$ cat config.mk
export PLATFORM = sky130hd
export DESIGN_NAME = mem_access_stage
export DESIGN_NICKNAME = d
export VERILOG_FILES = /design/src/rtl/mem_access_stage.sv
export SDC_FILE = /design/constraint.sdc
export NUM_CORES = 1
export LEC_CHECK = 0
export CAP_MARGIN = 20
export CORE_AREA = 4 4 175 177
export DETAILED_ROUTE_END_ITERATION = 12
export DIE_AREA = 0 0 179 181
export GPL_ROUTABILITY_DRIVEN = 0
export PLACE_DENSITY_LB_ADDON = 0.1
export SETUP_SLACK_MARGIN = 0.02
export SLEW_MARGIN = 20
export SYNTH_ARGS = -nofsm -noshare
export SYNTH_HDL_FRONTEND = slang
export SYNTH_SLANG_ARGS = --single-unit
$ cat constraint.sdc
create_clock -name clock -period 2.8 [get_ports clock]
set_input_delay 0.56 -clock clock [delete_from_list [all_inputs] [get_ports clock]]
set_output_delay 0.56 -clock clock [all_outputs]
set_load 0.02 [all_outputs]
$ cat src/rtl/mem_access_stage.sv
// mem_access_stage: load/store stage between execute and writeback on a single-outstanding bus.
// One instruction is in flight at a time; every writeback output is registered and held until consumed.
module mem_access_stage #(
   parameter int TIMEOUT = 255
) (
   input  logic        clock,
   input  logic        reset,
   input  logic        in_valid,
   output logic        in_ready,
   input  logic [31:0] ex_result,
   input  logic [31:0] ex_wdata,
   input  logic [2:0]  ex_funct3,
   input  logic        ex_mem_ren,
   input  logic        ex_mem_wen,
   input  logic [31:0] ex_csrs,
   input  logic [31:0] ex_pc,
   input  logic [31:0] ex_inst,
   input  logic [4:0]  ex_rd,
   input  logic [3:0]  ex_csr_wen,
   input  logic        ex_R_wen,
   input  logic        ex_jump_flag,
   output logic        mem_req,
   output logic        mem_we,
   output logic [31:0] mem_addr,
   output logic [31:0] mem_wdata,
   output logic [3:0]  mem_wmask,
   input  logic        mem_gnt,
   input  logic        mem_rvalid,
   input  logic [31:0] mem_rdata,
   output logic        out_valid,
   input  logic        out_ready,
   output logic [31:0] MEM_Rdata,
   output logic [31:0] Ex_result,
   output logic [31:0] csrs,
   output logic [31:0] pc,
   output logic [31:0] inst,
   output logic [4:0]  rd,
   output logic [3:0]  csr_wen,
   output logic        R_wen,
   output logic        mem_ren,
   output logic        jump_flag,
   output logic        bus_err
);
   typedef enum logic [1:0] {IDLE, REQ, WAIT, OUT} state_t;
   typedef struct packed {
      logic [31:0] result;
      logic [31:0] csrs;
      logic [31:0] pc;
      logic [31:0] inst;
      logic [4:0]  rd;
      logic [3:0]  csr_wen;
      logic [2:0]  funct3;
      logic        r_wen;
      logic        ren;
      logic        wen;
      logic        jump;
   } ctx_t;
   localparam logic [7:0] TO = 8'(TIMEOUT);
   state_t      state_q, state_d;
   ctx_t        ctx_q, ctx_d;
   logic [31:0] addr_q, addr_d, wdata_q, wdata_d, rdata_q, rdata_d;
   logic [31:0] wdata_in, shifted, load_val;
   logic [3:0]  wmask_q, wmask_d, wmask_in;
   logic [7:0]  cnt_q, cnt_d;
   logic        err_q, err_d, access, misaligned;
   logic [1:0]  sz;
   assign sz = ex_funct3[1:0];
   assign access = ex_mem_ren | ex_mem_wen;
   assign misaligned = (sz == 2'b01 && ex_result[0]) || (sz == 2'b10 && ex_result[1:0] != 2'b00);
   // Store lanes: narrow data is replicated so the strobe picks the right copy.
   assign wmask_in = !ex_mem_wen ? 4'b0000 :
                     sz == 2'b00 ? 4'b0001 << ex_result[1:0] :
                     sz == 2'b01 ? 4'b0011 << ex_result[1:0] : 4'b1111;
   assign wdata_in = sz == 2'b00 ? {4{ex_wdata[7:0]}} :
                     sz == 2'b01 ? {2{ex_wdata[15:0]}} : ex_wdata;
   assign shifted = mem_rdata >> {ctx_q.result[1:0], 3'b000};
   assign load_val = ctx_q.wen ? 32'd0 :
                     ctx_q.funct3 == 3'b000 ? {{24{shifted[7]}}, shifted[7:0]} :
                     ctx_q.funct3 == 3'b001 ? {{16{shifted[15]}}, shifted[15:0]} :
                     ctx_q.funct3 == 3'b100 ? {24'd0, shifted[7:0]} :
                     ctx_q.funct3 == 3'b101 ? {16'd0, shifted[15:0]} : shifted;
   always_comb begin
      state_d = state_q;
      ctx_d = ctx_q;
      addr_d = addr_q;
      wdata_d = wdata_q;
      wmask_d = wmask_q;
      rdata_d = rdata_q;
      err_d = err_q;
      cnt_d = cnt_q;
      case (state_q)
         IDLE: if (in_valid) begin
            ctx_d = '{result: ex_result, csrs: ex_csrs, pc: ex_pc, inst: ex_inst, rd: ex_rd,
                      csr_wen: ex_csr_wen, funct3: ex_funct3, r_wen: ex_R_wen,
                      ren: ex_mem_ren & ~ex_mem_wen, wen: ex_mem_wen, jump: ex_jump_flag};
            addr_d = {ex_result[31:2], 2'b00};
            wdata_d = wdata_in;
            wmask_d = wmask_in;
            rdata_d = 32'd0;
            err_d = access & misaligned;
            state_d = access && !misaligned ? REQ : OUT;
         end
         REQ: if (mem_gnt) begin
            cnt_d = 8'd0;
            rdata_d = mem_rvalid ? load_val : rdata_q;
            state_d = mem_rvalid ? OUT : WAIT;
         end
         WAIT: begin
            cnt_d = cnt_q + 8'd1;
            if (mem_rvalid) begin
               rdata_d = load_val;
               state_d = OUT;
            end else if (cnt_q + 8'd1 == TO) begin
               err_d = 1'b1;
               rdata_d = 32'd0;
               state_d = OUT;
            end
         end
         OUT: state_d = out_ready ? IDLE : OUT;
         default: state_d = IDLE;
      endcase
   end
   always_ff @(posedge clock) begin
      if (reset) begin
         state_q <= IDLE;
         ctx_q <= '0;
         addr_q <= 32'd0;
         wdata_q <= 32'd0;
         wmask_q <= 4'd0;
         rdata_q <= 32'd0;
         err_q <= 1'b0;
         cnt_q <= 8'd0;
      end else begin
         state_q <= state_d;
         ctx_q <= ctx_d;
         addr_q <= addr_d;
         wdata_q <= wdata_d;
         wmask_q <= wmask_d;
         rdata_q <= rdata_d;
         err_q <= err_d;
         cnt_q <= cnt_d;
      end
   end
   assign in_ready = state_q == IDLE;
   assign out_valid = state_q == OUT;
   assign mem_req = state_q == REQ;
   assign mem_we = state_q == REQ && ctx_q.wen;
   assign mem_addr = addr_q;
   assign mem_wdata = wdata_q;
   assign mem_wmask = wmask_q;
   assign MEM_Rdata = rdata_q;
   assign Ex_result = ctx_q.result;
   assign csrs = ctx_q.csrs;
   assign pc = ctx_q.pc;
   assign inst = ctx_q.inst;
   assign rd = ctx_q.rd;
   assign csr_wen = ctx_q.csr_wen;
   assign R_wen = ctx_q.r_wen;
   assign mem_ren = ctx_q.ren;
   assign jump_flag = ctx_q.jump;
   assign bus_err = err_q;
endmodule

==> results.yml <==
clock_tree:
  htree_levels: 1
  numCtsBuffers: 28
  cts.sink_count: 223
  clkLatencyLatePin_ps: 530
  cts_tree: "done"
  cts_root_buf: "clkbuf_16"
  cts_setup_buffers: 0
  cts.clk_slew.worst_paths_ps: 50
  ctsLongestPathBuffers: 3
  cts_hold_buffers: 0
routing:
  viasPerCell: 4.721
  vias: 9183
  drt_wl_total_um: 34460
  drtAntennaViolNets: 0
  routedWlPerCell_um: 17.72
  wl_met3_um: 3269
  dr.pass1.iters: 4
  top_layer: "met5"
  drt-met1-wl_um: 13670
  first_iter_violations: 432
  wl_met2_um: 16630
  drcViolationCount: 0
yosys:
  yosysTopAreaCell: "dfxtp_1"
  ys_seq_area_frac: 0.4305
  synthCells: 1287
  syn_area_um2: 10370
  ys_top_cells_by_area: "dfxtp_1 43%, buf_4 13%, nand2_1 13%"
  post-synth-top-count-cell: "nand2_1"
  yosysWarnings: 0
  ys_types: 60
  synth_edf_count: 0
  async_flop_share: 0
  yosysTopAreaCellShare: 0.4305
  synth_flop_cell: "dfxtp_1"
  netlist_top_cells_count: "350 x nand2_1, 223 x dfxtp_1, 187 x a21oi_1"
  synth_seq_cells: 223
  syn_avg_cell_area_um2: 8.057
die:
  num_rows: 63
  io-pin-count: 459
  start_util: 0.3546
  core_um2: 29240
  die_w_um: 179
  die_area_um2: 32400
  die_h_um: 181
grt:
  grt_max_degree: 188
  grt_pass1_vias: 9080
  grt_use_total: 0.2010
  antenna_found_initial: 2
  grt_overflow: 0
  grt_pass1_wl_um: 52510
hold_path:
  worstHoldPathType: "primary input to flip-flop"
  hold-path-endpoint: "bus_err$_SDFFE_PP0P_"
  worstHoldStart: "reset"
  whs_path_depth: 2
layout:
  area_growth_pct: 43.98
  nets: 1761
  fin_util: 0.5105
  drive_above_1_share: 0.04891
  filler_cell_count: 2739
timing:
  tns_ps: 0
  skew_ps: 6.940
  relSlewSlack: 0.3172
  timing.hold.ws_ps: 274.6
  finalHoldViolations: 0
  finalCritPeriodShare: 0.9365
  setup_viol: 0
  min_period_ps: 2622
  grt_setup_unrepaired: "no"
  fmax_mhz: 381.4
  slew_viol_final: 0
  worst_pin_slew_ps: 1022
flow_run:
  drv_cap: 0
placed_design:
  portBuffers: 456
  post-dp-hpwl_um: 24490
worst_setup_path:
  cp-start-kind: "flip-flop"
  r2r_cells: 7
  worstPathArrival_ps: 2060
  endpoint_kind: "primary output"
  cp_max_fo: 8
  r2r_end: "MEM_Rdata[9]$_SDFFE_PP0P_"
  crit_required_ps: 2240
  reg2reg_slack_ps: 320
  critical_path_class: "flip-flop to primary output"
  r2r_start: "cnt_q[1]$_SDFFE_PP0P_"
power:
  p_leak_uw: 0.005448
  vdd.ir_drop.worst_mv: 0.4585
  power_density_nw_per_um2: 797.4
outcome:
  status: "completed"
[layer usage]
metal  track usage  up-vias
met5             0        -
met4       0.05127        2
met3       0.07303       55
met2        0.3468      321
met1        0.2353     4172
li1              -     4633
[worst max-delay path by stage]
stage	start	to	slack (ps)	cells after the start
2_1_floorplan	cnt_q[1]$_SDFFE_PP0P_	MEM_Rdata[15]$_SDFFE_PP0P_	760	8
3_3_place_gp	in_valid	MEM_Rdata[13]$_SDFFE_PP0P_	360	7
5_1_grt	cnt_q[1]$_SDFFE_PP0P_	MEM_Rdata[12]$_SDFFE_PP0P_	90	7
4_1_cts	state_q[1]$_SDFFE_PP0P_	mem_we	110	4
3_5_place_dp	mem_rvalid	MEM_Rdata[9]$_SDFFE_PP0P_	320	6
6_report	state_q[0]$_SDFFE_PP0P_	in_ready	180	3
[cell families after synthesis]
| family | Yosys count | synth area share |
|---|---|---|
| buffers and inverters | 270 | 0.1643 |
| and+or+nand+nor | 445 | 0.1752 |
| muxes | 39 | 0.03776 |
| DFF | 223 | 0.4305 |
| adders and majority gates | 10 | 0.01207 |
| AOI/OAI and AO/OA | 299 | 0.1798 |
| other | 1 | 0.0003616 |
[placed cells by master, fill, tap and decap left out, types with 10 or more instances in the layout]
cell,count
o2bb2ai_1,16
clkbuf_16,29
dfxtp_1,223
nand2_1,349
o211ai_1,11
a21oi_1,187
clkdlybuf4s50_1,455
o21ai_0,18
nor2b_1,10
inv_1,11
mux2i_1,38
buf_4,16
nor2_1,49
[through the flow]
step                cells  instance area, um^2  setup slack [ps]  total power (uW)
floorplan            1288                10370             762.3              6906
global placement     1897                14010             364.8              8437
detailed placement   1897                14010             317.7              8457
CTS                  1944                14930             105.2             12100
global route         1945                14930             86.54             12590
finish               1945                14930             177.8             11910
[sequential cells by signal, summed over array words and instances (netlist names)]
| register | flops |
|---|---|
| Ex_result | 32 |
| MEM_Rdata | 32 |
| R_wen | 1 |
| bus_err | 1 |
| cnt_q | 8 |
| csr_wen | 4 |
| csrs | 32 |
| ctx_q | 4 |
| inst | 32 |
| jump_flag | 1 |
| mem_ren | 1 |
| mem_wdata | 32 |
| mem_wmask | 4 |
| pc | 32 |
| rd | 5 |
| state_q | 2 |
[power by group]
group,internal [uW],total [uW],switching [uW]
Combinational,1860,4390,2520
Sequential,3670,3970,299
Clock,2200,3550,1350
[what timing repair did]
| action | CTS | global route |
|---|---|---|
| endpoints found under the setup margin | 0 | 1 |
| resized for setup | 0 | 1 |
| hold endpoints to repair | 0 | 0 |
[area by class of cell]
| type | count | area [um^2] | share of cell area |
|---|---|---|---|
| diodes | 1 | 2.502 | 0.0001676 |
| well taps | 390 | 488.0 | 0.03268 |
| clock buffers | 44 | 872.1 | 0.05841 |
| multi-input cells | 795 | 4227 | 0.2831 |
| flip-flops and latches | 223 | 4464 | 0.2990 |
| inverters | 12 | 45.04 | 0.003017 |
| clock inverters | 3 | 46.29 | 0.003101 |
| repair buffers | 477 | 4786 | 0.3205 |
[critical path, cell delays in order, from the launching register on]
cell and delay [ps]:
dfxtp_1 330, inv_1 110, ha_1 390, clkdlybuf4s50_1 710
Note: power is estimated with default switching activity, not from simulation.
